`config.mk`:
```
export PLATFORM = sky130hd
export DESIGN_NAME = sat_counter
export DESIGN_NICKNAME = d
export VERILOG_FILES = /design/src/rtl/sr_ff_checker_sat_counter.sv
export SDC_FILE = /design/constraint.sdc
export NUM_CORES = 1
export LEC_CHECK = 0
export CAP_MARGIN = 20
export CORE_AREA = 2 2 39 41
export CTS_BUF_LIST = sky130_fd_sc_hd__clkbuf_16
export CTS_CLUSTER_SIZE = 28
export DETAILED_ROUTE_END_ITERATION = 12
export DIE_AREA = 0 0 41 43
export DONT_BUFFER_PORTS = 1
export PLACE_DENSITY_LB_ADDON = 0.12
export REMOVE_ABC_BUFFERS = 1
export SLEW_MARGIN = 5
export SYNTH_ARGS = -nofsm -noshare
export SYNTH_HDL_FRONTEND = slang
export SYNTH_SLANG_ARGS = --single-unit
```
`constraint.sdc`:
```
create_clock -name clk -period 1.85 [get_ports clk]
set_input_delay 0.555 -clock clk [delete_from_list [all_inputs] [get_ports clk]]
set_output_delay 0.555 -clock clk [all_outputs]
set_load 0.02 [all_outputs]
```
`src/rtl/sr_ff_checker_sat_counter.sv`:
```
// Saturating event counter: counts inc pulses, sticks at all-ones,
// synchronous clear has priority over a same-edge increment.
module sat_counter #(
    parameter int W = 8
) (
    input  logic         clk,
    input  logic         rst_n,
    input  logic         clr,
    input  logic         inc,
    output logic [W-1:0] q
);

    localparam logic [W-1:0] ONE_C = W'(1'b1);
    localparam logic [W-1:0] MAX_C = {W{1'b1}};

    logic [W-1:0] q_r;

    // Counter register: clear wins, otherwise increment until saturated
    always_ff @(posedge clk or negedge rst_n) begin
        if (!rst_n) begin
            q_r <= {W{1'b0}};
        end else if (clr) begin
            q_r <= {W{1'b0}};
        end else if (inc && (q_r != MAX_C)) begin
            q_r <= q_r + ONE_C;
        end else begin
            q_r <= q_r;
        end
    end

    assign q = q_r;

endmodule

```
==> results of run 1 <==
==> cells in the mapped netlist, drive strengths merged (2+ instances only) <==
cell type	n	area, sq um
nand3	3	20.0
a21oi	3	15.0
mux2	2	22.5
nor2b	3	18.8
and4	2	18.8
nor2	2	7.51
nor3	4	20.0
nand2b	3	18.8
dfrtp	8	200
inv	2	7.51
nand2	2	7.51
==> logic make-up (layout without fill, tap and decap cells) <==
kind of cell    count (synthesis)  in the layout  share of synthesized area, %
fa+ha+maj                       1              1                          2.69
buf+inv                         4              9                          3.50
mux                             3              3                          7.01
compound gates                  9              9                          12.7
simple gates                   24             24                          31.0
flops                           8              8                          43.1
==> metrics by stage <==
| step | total power [mW] | cell area, sq um |
|---|---|---|
| after global placement | 0.215 | 505 |
| after global routing | 0.597 | 581 |
| after detailed placement | 0.216 | 505 |
| final | 0.577 | 581 |
| after CTS | 0.581 | 581 |
| after floorplan | 0.206 | 455 |
==> final cells by class <==
cell class,instances,area (sq um)
clock buffers,3,75.1
fillers,144,803
well taps,16,20.0
multi-input cells,37,248
inverters,2,7.51
flip-flops and latches,8,200
repair buffers,4,30.0
==> metal layers <==
metal / vias to the layer above / GRT usage, %
li1: 194 / -
met1: 190 / 16.5
met2: 12 / 19.4
met3: 5 / 5.76
met4: 0 / 12.0
met5: - / 0
==> worst register-to-register path: stages (launching register included) <==
cell,delay (ns)
dfrtp_1,0.37
ha_1,0.28
and4_2,0.29
a21boi_1,0.21
mux2_2,0.36
==> power by group through the flow <==
stage | Clock (mW) | Combinational (mW) | Sequential [mW]
finish | 0.363 | 0.0298 | 0.184
global route | 0.380 | 0.0323 | 0.184
CTS | 0.367 | 0.0303 | 0.184
detailed placement | 0 | 0.0303 | 0.186
global placement | 0 | 0.0290 | 0.186
floorplan | 0 | 0.0130 | 0.193
==> path summary, 6_finish.rpt <==
check | from | endpoint | slack, ns | cells after the start
max reg2reg | q[0]$_DFFE_PN0P_ | q[0]$_DFFE_PN0P_ | 0.22 | 4
min | rst_n | q[0]$_DFFE_PN0P_ | 0.02 | 0
min in group clk | clr | q[7]$_DFFE_PN0P_ | 0.39 | 1
min reg2reg | q[7]$_DFFE_PN0P_ | q[7]$_DFFE_PN0P_ | 0.67 | 3
max in group asynchronous | rst_n | q[4]$_DFFE_PN0P_ | 1.76 | 0
max | q[0]$_DFFE_PN0P_ | q[0]$_DFFE_PN0P_ | 0.22 | 4
==> summary.md, run 1 <==
| Metric | Value |
|---|---|
| DIE AREA | 1760 sq um |
| Top Metal Used | met4 |
| CTS Buf Count | 3 |
| Share of layout cells above drive strength 1 | 20.4% |
| DP Worst Slack | roughly 0.22 ns |
| Wire length on met2 | 447 microns |
| Worst hold margin | 0.0178 ns |
| Startpoint types | flop |
| Power Dens Cells | 993 nW/um^2 |
| Reg clk slew, reported paths | around 0.04 ns |
| Hold Crit Class | input pin to asynchronous set/reset pin |
| Sequential element share of the synthesized area | 43.1% |
| Met1 wire length | 448 microns |
| Final setup margin | 0.223 ns |
| Max-slew violations | 0 |
| # clock sinks | 8 |
| Placed Cells | 67 |
| Remaining routing DRC violations | 0 |
| Asr flop ratio synth | 100% |
| WL per Instance | 14.3 microns |
| Fin util | 42.0% |
| Fin cells | 70 |
| Setup CP Type | flop to flop |
| Flip-flop and latch count after synthesis | 8 |
| Peak VDD IR | 398 uV |
| Clk pwr share | 63.0% |
| Reg power frac | 31.8% |
| Synthesis-to-layout area growth | 25.1% |
| Clk root buf | clkbuf_16 |
| Comb pwr share | 5.2% |
| Via density | 5.73 |
| Post-CTS Resized | 0 |
| Setup repair after global routing missed its margin | no |
| Internal | around 0.47 mW |
| Commonest non-fill, non-tap cells in the layout | 8 x dfrtp_1, 4 x nor3_1, 4 x buf_4 |
| First-pass GRT wire length | 1620 microns |
| Row count | 14 |
| Horiz. Die Dim | 41 microns |
| Core area | ~1400 sq um |
| Synth unique cells | 28 |
| Largest register FFs | 8 |
| Initial antenna violation count | 0 |
| Initial Utilization | 33.5% |
| CTS tree | yes |
| Final hold viol count | 0 |
| Fmax | 615 MHz |
| WP buf/inv | 0 |
| Synth Warn # | 0 |
| Routed wl met3 | between 60 and 70 microns |
| Worst EP arrival | between 1.5 and 2 ns |
| Nets | 61 |
| CP Cell Sequence | ha_1 -> and4_2 -> a21boi_1 -> mux2_2 |
| Largest stage delay on the critical path | 0.37 ns |
| Cell Area, Synth | around 460 sq um |
| Req. time, crit path | 1.96 ns |
| First-pass iteration count of the detailed router | 2 |
| Crit-path leading delay family | flip-flops |
| Status | complete, no violations |
| Worst skew pair latency | approximately 0.23 ns |
| TNS Setup | 0 ns |
| Psw | 0.104 mW |
| Setup Buffers After CTS | 0 |
| Antenna diodes | 0 |
| Main synth FF type | dfrtp_1 |
| Chip Height | 43 microns |
| Worst Tran Pin Value | around 0.39 ns |
| Switching portion of total power | 18.1% |
| Max-slew headroom | between 70% and 80% |
| IO Pins | 12 |
| Post-synth EDFFs | 0 |
| DRT iter0 DRCs | 2 |
| Clock buffer depth | 2 |
| Count of input and output buffers | 0 |
| Max-cap check violation count | 0 |
| Routability congestion estimate | 0.728 |
| Syn Inst Count | ~50 |
| Via Count | 401 |
| Crit path max fanout | 7 |
| Crit. End Element | flop |
| Max stage delay cell, worst path | dfrtp_1 |
| Post-Route WL | 1000 microns |
| Aggregate global routing overflow | 0 |
| Period Utilization, post-route | 87.9% |
| Mean Syn Cell Area | 9.47 sq um |
| Vias in the first global route | 393 |
| H-tree depth | 1 |
| Final ANT Viol Nets | 0 |
| Most common cell after layout, fill and taps aside | dfrtp_1 |
| # setup viols final | 0 |
| Max Clock Skew | roughly 0.0016 ns |
| Largest net degree at the start of global routing | 12 |
| Total GRT Usage | ~14% |
| Pleak | 0.244 nW |
| CTS hold repair buffers | 0 |
| Min Tclk post-route | 1.63 ns |
No activity file was read; power rests on OpenSTA's default activity.
==> run 2, diff against run 1 <==
--- a/config.mk
+++ b/config.mk
@@ -13,7 +13,6 @@
 export DIE_AREA = 0 0 41 43
 export DONT_BUFFER_PORTS = 1
 export PLACE_DENSITY_LB_ADDON = 0.12
-export REMOVE_ABC_BUFFERS = 1
 export SLEW_MARGIN = 5
 export SYNTH_ARGS = -nofsm -noshare
 export SYNTH_HDL_FRONTEND = slang
==> summary.md, run 2 (synthesis results as in run 1) <==
| Metric | Value |
|---|---|
| # setup viols final | 0 |
| Synthesis-to-layout area growth | 26.7% |
| Setup CP Type | flop to flop |
| Post-CTS Resized | 0 |
| Antenna diodes | 0 |
| Nets | 62 |
| Fmax | about 610 MHz |
| Hold Crit Class | input pin to asynchronous set/reset pin |
| Min Tclk post-route | 1.64 ns |
| IO Pins | 12 |
| Core area | roughly 1400 sq um |
| Count of input and output buffers | 0 |
| Largest net degree at the start of global routing | 12 |
| Clock buffer depth | 2 |
| # clock sinks | 8 |
| Total GRT Usage | 14.0% |
| Horiz. Die Dim | 41 microns |
| Pleak | 0.249 nW |
| Power Dens Cells | just under 1000 nW/um^2 |
| Startpoint types | flop |
| Final ANT Viol Nets | 0 |
| Crit path max fanout | 7 |
| DRT iter0 DRCs | 7 |
| Worst EP arrival | between 1.5 and 2 ns |
| Most common cell after layout, fill and taps aside | dfrtp_1 |
| Clk root buf | clkbuf_16 |
| WL per Instance | 14.3 microns |
| Chip Height | roughly 43 microns |
| Largest stage delay on the critical path | around 0.38 ns |
| Worst skew pair latency | roughly 0.23 ns |
| Reg clk slew, reported paths | approximately 0.04 ns |
| Routability congestion estimate | 0.714 |
| Aggregate global routing overflow | 0 |
| Row count | 14 |
| CTS tree | yes |
| Final hold viol count | 0 |
| Max Clock Skew | 0.00260 ns |
| Max-slew violations | 0 |
| Via Count | 411 |
| Crit. End Element | flop |
| Initial Utilization | between 30% and 40% |
| Remaining routing DRC violations | 0 |
| HPWL after DPL | 761 microns |
| Max-slew headroom | 76.3% |
| Largest register FFs | 8 |
| Status | complete, no violations |
| Setup repair after global routing missed its margin | no |
| First-pass iteration count of the detailed router | 2 |
| DIE AREA | 1760 sq um |
| Setup Buffers After CTS | 0 |
| PnR Total Power | 0.580 mW |
| Req. time, crit path | slightly below 2 ns |
| Max stage delay cell, worst path | dfrtp_1 |
| Post-Route WL | 1020 microns |
| H-tree depth | 1 |
| WP buf/inv | 0 |
| Vias in the first global route | 375 |
| First-pass GRT wire length | around 1600 microns |
| CP Cell Sequence | ha_1 -> and4_2 -> a21boi_1 -> mux2_2 |
| Period Utilization, post-route | 88.7% |
| CTS hold repair buffers | 0 |
| CTS Buf Count | 3 |
| Share of layout cells above drive strength 1 | 21.8% |
| TNS Setup | 0 ns |
| Worst Tran Pin Value | 0.346 ns |
| Crit-path leading delay family | flip-flops |
| Peak VDD IR | 473 uV |
| Commonest non-fill, non-tap cells in the layout | 8 x dfrtp_1, 5 x buf_4, 4 x nor3_1 |
| Via density | 5.79 |
| Max-cap check violation count | 0 |
| Syn nets | 54 |
| Initial antenna violation count | 0 |
==> run 2: cell types whose count changed in the layout (fill, tap and decap cells not counted), sizes merged <==
cell and change:
buf +1
==> run 2: final timing paths <==
check,cells after the start,endpoint,slack [ns],start
min reg2reg,3,q[7]$_DFFE_PN0P_,0.68,q[7]$_DFFE_PN0P_
max in group asynchronous,0,q[4]$_DFFE_PN0P_,1.76,rst_n
min in group clk,1,q[7]$_DFFE_PN0P_,0.39,clr
max,4,q[0]$_DFFE_PN0P_,0.21,q[0]$_DFFE_PN0P_
min,0,q[0]$_DFFE_PN0P_,0.02,rst_n
max reg2reg,4,q[0]$_DFFE_PN0P_,0.21,q[0]$_DFFE_PN0P_
==> run 2: routing by layer <==
layer	global-route usage [%]	vias up	wire length [microns]
met5	0	-	0
met4	12.0	0	39
met3	5.76	5	82
met2	16.9	14	426
met1	18.3	197	470
li1	-	195	-
==> run 2: per-stage QoR <==
stage	cell area [sq um]	hold WS (ns)	instances	setup slack (ns)	util, %
floorplan	464	0.259	49	0.159	-
global placement	513	0.260	68	0.251	37.1
detailed placement	513	0.260	68	0.209	37.1
CTS	588	0.0146	71	0.202	42.5
global route	588	0.0118	71	0.132	42.5
finish	588	0.0159	71	0.210	42.5
==> run 2: area by class of cell <==
class	count	area, sq um
fillers	136	796
multi-input cells	37	248
flip-flops and latches	8	200
clock buffers	3	75.1
repair buffers	5	37.5
well taps	16	20.0
inverters	2	7.51
==> run 2: power by group <==
part | total [mW] | switching (mW) | internal [mW]
sequential | 0.183 | 0.00263 | 0.180
combinational | 0.0310 | 0.0170 | 0.0140
clock | 0.366 | 0.0870 | 0.279
total | 0.580 | 0.107 | 0.473
